<file path="config.mk">
export PLATFORM = sky130hd
export DESIGN_NAME = muldiv_unit
export DESIGN_NICKNAME = d
export VERILOG_FILES = /design/src/rtl/muldiv_unit.sv
export SDC_FILE = /design/constraint.sdc
export NUM_CORES = 1
export LEC_CHECK = 0
export ABC_AREA = 1
export BUFFER_PORTS_ARGS = -buffer_cell sky130_fd_sc_hd__buf_4
export CAP_MARGIN = 30
export CORE_UTILIZATION = 29
export CTS_CLUSTER_SIZE = 28
export DETAILED_ROUTE_END_ITERATION = 7
export HOLD_SLACK_MARGIN = 0.06
export PLACE_DENSITY = 0.55
export SLEW_MARGIN = 25
export SYNTH_ARGS = -nofsm -noshare
export SYNTH_HDL_FRONTEND = slang
export SYNTH_SLANG_ARGS = --single-unit
export TNS_END_PERCENT = 5
</file>
<file path="constraint.sdc">
create_clock -name clock -period 7.2 [get_ports clock]
set_input_delay 1.44 -clock clock [delete_from_list [all_inputs] [get_ports clock]]
set_output_delay 1.44 -clock clock [all_outputs]
set_load 0.05 [all_outputs]
</file>
<file path="src/rtl/muldiv_unit.sv">
// Iterative RV32M multiply/divide unit (MUL..REMU), one bit per clock, WIDTH parameterised.
// Latency: done pulses WIDTH+1 edges after the accept edge (1 edge on early-out when MULDIV_EARLY_OUT_EN is defined).
// Backpressure: none; start is only accepted in IDLE, ignored while busy, never queued.
module muldiv_unit #(
    parameter int WIDTH = 32
) (
    input  logic             clock,
    input  logic             reset_n,
    input  logic             start,
    input  logic [2:0]       funct3,
    input  logic [WIDTH-1:0] operand_a,
    input  logic [WIDTH-1:0] operand_b,
    output logic             busy,
    output logic             done,
    output logic [WIDTH-1:0] result
);

    localparam int CW = $clog2(WIDTH) + 1;

    typedef enum logic [1:0] {
        IDLE   = 2'd0,
        RUN    = 2'd1,
        FINISH = 2'd2
    } state_t;

    state_t           state;
    logic [2:0]       op;
    logic             a_neg;
    logic             b_neg;
    logic             b_zero;
    // Multiplicand (multiply) or divisor (divide), as a magnitude
    logic [WIDTH-1:0] opnd;
    // Multiply: high half of product. Divide: partial remainder (always < divisor, so WIDTH bits hold it).
    logic [WIDTH-1:0] acc;
    // Multiply: multiplier shifting out / product low half. Divide: dividend shifting out / quotient shifting in.
    logic [WIDTH-1:0] lo;
    logic [CW-1:0]    cnt;

    logic             a_sgn_in;
    logic             b_sgn_in;
    logic             a_neg_in;
    logic             b_neg_in;
    logic [WIDTH-1:0] a_mag_in;
    logic [WIDTH-1:0] b_mag_in;
    logic             early;

    logic [WIDTH:0]   mul_sum;
    logic [WIDTH:0]   div_shift;
    logic [WIDTH:0]   div_diff;

    logic [2*WIDTH-1:0] prod_fix;
    logic [WIDTH-1:0]   quo_fix;
    logic [WIDTH-1:0]   rem_fix;
    logic [WIDTH-1:0]   res_next;

    // Operand signedness and magnitudes for the request being offered
    always_comb begin
        a_sgn_in = (funct3 == 3'b001) || (funct3 == 3'b010) || (funct3 == 3'b100) || (funct3 == 3'b110);
        b_sgn_in = (funct3 == 3'b001) || (funct3 == 3'b100) || (funct3 == 3'b110);
        a_neg_in = a_sgn_in & operand_a[WIDTH-1];
        b_neg_in = b_sgn_in & operand_b[WIDTH-1];
        a_mag_in = a_neg_in ? -operand_a : operand_a;
        b_mag_in = b_neg_in ? -operand_b : operand_b;
    end

`ifdef MULDIV_EARLY_OUT_EN
    // Zero divisor, or a zero operand on a multiply, has a result known at accept time
    assign early = (operand_b == '0) || ((operand_a == '0) && !funct3[2]);
`else
    assign early = 1'b0;
`endif

    // One iteration step: shift-add for multiply, restoring subtract for divide
    always_comb begin
        mul_sum   = {1'b0, acc} + (lo[0] ? {1'b0, opnd} : {(WIDTH+1){1'b0}});
        div_shift = {acc, lo[WIDTH-1]};
        div_diff  = div_shift - {1'b0, opnd};
    end

    // Sign correction and result selection. The most-negative / -1 divide
    // needs no special case: magnitude 2^(WIDTH-1) negated wraps back to itself
    // and the remainder is zero. Divide-by-zero leaves the remainder equal to the
    // dividend magnitude, so only the quotient is forced.
    always_comb begin
        prod_fix = (a_neg ^ b_neg) ? -{acc, lo} : {acc, lo};
        quo_fix  = (a_neg ^ b_neg) ? -lo : lo;
        rem_fix  = a_neg ? -acc : acc;
        res_next = '0;
        case (op)
            3'b000:                 res_next = prod_fix[WIDTH-1:0];
            3'b001, 3'b010, 3'b011: res_next = prod_fix[2*WIDTH-1:WIDTH];
            3'b100, 3'b101:         res_next = b_zero ? {WIDTH{1'b1}} : quo_fix;
            default:                res_next = rem_fix;
        endcase
    end

    // Control FSM and datapath registers
    always_ff @(posedge clock) begin
        if (!reset_n) begin
            state  <= IDLE;
            op     <= '0;
            a_neg  <= 1'b0;
            b_neg  <= 1'b0;
            b_zero <= 1'b0;
            opnd   <= '0;
            acc    <= '0;
            lo     <= '0;
            cnt    <= '0;
            busy   <= 1'b0;
            done   <= 1'b0;
            result <= '0;
        end else begin
            done <= 1'b0;
            case (state)
                IDLE: begin
                    if (start) begin
                        op     <= funct3;
                        a_neg  <= a_neg_in;
                        b_neg  <= b_neg_in;
                        b_zero <= (operand_b == '0);
                        cnt    <= '0;
                        busy   <= 1'b1;
                        if (early) begin
                            // Remainder path must still see the dividend; products are zero
                            state <= FINISH;
                            opnd  <= b_mag_in;
                            acc   <= funct3[2] ? a_mag_in : '0;
                            lo    <= '0;
                        end else begin
                            state <= RUN;
                            opnd  <= funct3[2] ? b_mag_in : a_mag_in;
                            lo    <= funct3[2] ? a_mag_in : b_mag_in;
                            acc   <= '0;
                        end
                    end
                end
                RUN: begin
                    if (op[2]) begin
                        if (!div_diff[WIDTH]) begin
                            acc <= div_diff[WIDTH-1:0];
                            lo  <= {lo[WIDTH-2:0], 1'b1};
                        end else begin
                            acc <= div_shift[WIDTH-1:0];
                            lo  <= {lo[WIDTH-2:0], 1'b0};
                        end
                    end else begin
                        acc <= mul_sum[WIDTH:1];
                        lo  <= {mul_sum[0], lo[WIDTH-1:1]};
                    end
                    cnt <= cnt + 1'b1;
                    if (cnt == CW'(WIDTH-1)) begin
                        state <= FINISH;
                    end
                end
                FINISH: begin
                    result <= res_next;
                    done   <= 1'b1;
                    busy   <= 1'b0;
                    state  <= IDLE;
                end
                default: begin
                    state <= IDLE;
                    busy  <= 1'b0;
                end
            endcase
        end
    end

endmodule

</file>
==> metrics.txt <==
RSZ-0062 raised after global routing=no; Leak Pwr=8.956 nW; Starting Density=29.57%; vias in the first global route=17,930; FMAX=0.2696 GHz; VDD IR-drop max=0.2039 mV; Worst Hold Class=flip-flop to flip-flop; Final ANT Viol Nets=0; core area=56,710 um2; full die area=58,790 um2; P_int=1.958 mW; class of the most critical setup path=flip-flop to flip-flop; TNS Setup=0 ps; Storage cell area=2884 um2; Worst Max-Slew Pin Slew=879.2 ps; via count=19,900; ranking of synthesized cells by area=nand2_1, dfxtp_1, inv_1; total track usage=23.99%; Cell Rows=87; Unique masters post-synth=58; Area growth, synth to finish=12.21%; combinational share of power=49.9%; DR DRC count=0; Switching Fraction=48.81%; Top FF cell, synth=dfxtp_1; Setup crit start kind=flip-flop; Worst slew margin=41.38%; filler cell count=6,417; vias per cell=5.218; Seq pwr share=25.5%; Post-synth EDFFs=0; largest net degree at the start of global routing=69; H-tree Lvls=4; Post-Synth XOR/XNOR Area=4.372%; first drt pass iteration count=6; DRT Wirelength=71,610 um; total of max-cap violations=0; Post-CTS Setup Repair Bufs=0; Adder-Cell Fraction of Synth Area=5.387%; main combinational cell family by area after synthesis=simple AND/OR/NAND/NOR gates; syn avg cell area=5.569 um2; post-synthesis simple-gate area fraction=40.67%; initial antenna violation count=0; final instance area=18,820 um2; global route total overflow=0; share of layout cells above drive strength 1=8.862%; Buffers on Ports=103; TritonCTS clock tree=built; Pwr Density=203.3 nW/um2; worst-path maximum fanout=39; fin crit period=3709 ps; Synthesized Nets=3,152; worst hold slack=464.9 ps; Async S/R FF share, synth=0%; Post-Syn Area=16,770 um2; Die Span Y=242.5 um; hold buffer count at cts=0; status=complete, no violations; first-pass GRT wire length=109,200 um; final HPWL from detailed placement=56,810 um; Longest Clk Path Bufs=2; n_diodes=0; area of the multi-input gates=11,900 um2; CTS-repair resized insts=0; complex-gate fraction of the synthesized area=20.45%; post-synth top area share=19.00%; Seq/Total Area, Yosys=17.19%; Clock Power Share=24.6%; area leader, netlist=nand2_1; nets=3,186; drt wl/cell=18.78 um; 1st-iter DRT viols=2,355; Worst-Skew Late Latency=470 ps; Seq cells post-synth=144; final slew viol count=0; Final Cycle Share=51.51%; Mapped Cells=3,011; crit path capture type=flip-flop; multiplexer share of the synthesized area=0%; Final Skew=14.34 ps; Die Width=242.5 um; P_sw=1.867 mW; worst endpoint data arrival time=4030 ps; Ports=104; setup violators final=0; Area after DPL=18,190 um2; total CTS buffers=17; Sink Count=144; Worst-path clk slew=70 ps; GPL Wtd Cong=0.9780; Final Hold Viols=0; CTS root buf=clkbuf_16; Worst EP required=7520 ps; Warnings, synthesis=0
## flip-flops by register name (all words and copies together) (netlist names)
register / count
cnt: 6
result: 32
op: 3
lo: 32
state: 2
b_neg: 1
done: 1
b_zero: 1
opnd: 32
a_neg: 1
busy: 1
acc: 32
## power by group through the flow
| stage | logic [mW] | registers [mW] | clock network [mW] |
|---|---|---|---|
| global placement | 1.84 | 0.988 | 0 |
| finish | 1.91 | 0.976 | 0.941 |
| floorplan | 1.29 | 0.988 | 0 |
| global route | 2.09 | 0.983 | 0.983 |
| detailed placement | 1.84 | 0.989 | 0 |
| CTS | 1.85 | 0.972 | 0.950 |
## per-layer routing
layer  vias to the layer above  global-route usage [%]  part of all wire (%)
met5                         -                       0                     0
met4                         0                   8.879                   3.5
met3                       101                   2.969                   8.6
met2                       914                   35.32                    41
met1                      8969                   35.17                    46
li1                       9916                       -                     -
## layout make-up
type	instances	share of cell area, %
Timing Repair Buffer	129	5.320
Clock inverter	12	0.7780
Clock buffer	20	2.427
Multi-Input combinational cell	2359	63.26
Tap cell	756	5.027
Inverter	394	7.860
Sequential cell	144	15.33
## stage by stage
step / power, mW / std cells / util [%] / setup slack, ps
floorplan: 2.275 / 3011 / - / 4273
global placement: 2.830 / 3780 / 32.03 / 2960
detailed placement: 2.833 / 3781 / 32.08 / 3300
CTS: 3.773 / 3813 / 33.14 / 3562
global route: 4.059 / 3814 / 33.18 / 3270
finish: 3.825 / 3814 / 33.18 / 3491
## logic make-up after synthesis
| group | Yosys count |
|---|---|
| xor gates and xnor gates | 82 |
| buffers and inverters | 508 |
| DFF | 144 |
| adders and majority gates | 71 |
| and+or+nand+nor | 1586 |
| AOI/OAI and AO/OA | 620 |
## layout by cell type, fill, tap and decap left out, types with 23 or more instances in the layout
master and instances:
a21oi_1 247, a31oi_1 23, buf_4 127, dfxtp_1 143, ha_1 69, inv_1 380
nand2_1 849, nand3_1 263, nand4_1 39, nor2_1 297, nor3_1 38, o211ai_1 30
o21ai_0 237, xor2_1 72
## critical path: stages, from the launching register on
cell and delay [ps]:
dfxtp_1 560, inv_1 240, ha_1 270, fa_1 400, inv_1 90, nand2_1 50, nand2_1 70, nand3_1 80
nand2_2 110, nand2_2 70, nand2_4 90, nand2_4 70, nand2_4 80, nand2_4 130, nand2_4 470, inv_1 340
nand2_1 130, nand3_1 110, nand2_1 120, a21oi_2 50
## final timing paths
check	cells after the start	slack [ps]	from	endpoint
max	19	3490	lo[31]	acc[28]
min	2	460	result[23]	result[23]
max reg2reg	19	3490	lo[31]	acc[28]
min reg2reg	2	460	result[23]	result[23]
## cells in the mapped netlist, drive strengths merged (2+ instances only)
library cell and count:
and2 4, inv 389, or2 20, a21o 7
nor3b 2, buf 35, nand2 869, o2111ai 4
nor4 6, o221ai 4, a22oi 4, nor2 312
nand3 281, nand3b 9, clkinv 5, a21oi 263
nor3 43, o22ai 3, xnor2 9, a31oi 23
a221oi 3, dfxtp 144, o21a 6, a2111oi 2
nand4 40, clkbuf 79, o211ai 32, o21bai 6
o21ai 259, xor2 73, fa 2, ha 69
No activity file was read; power rests on OpenSTA's default activity.
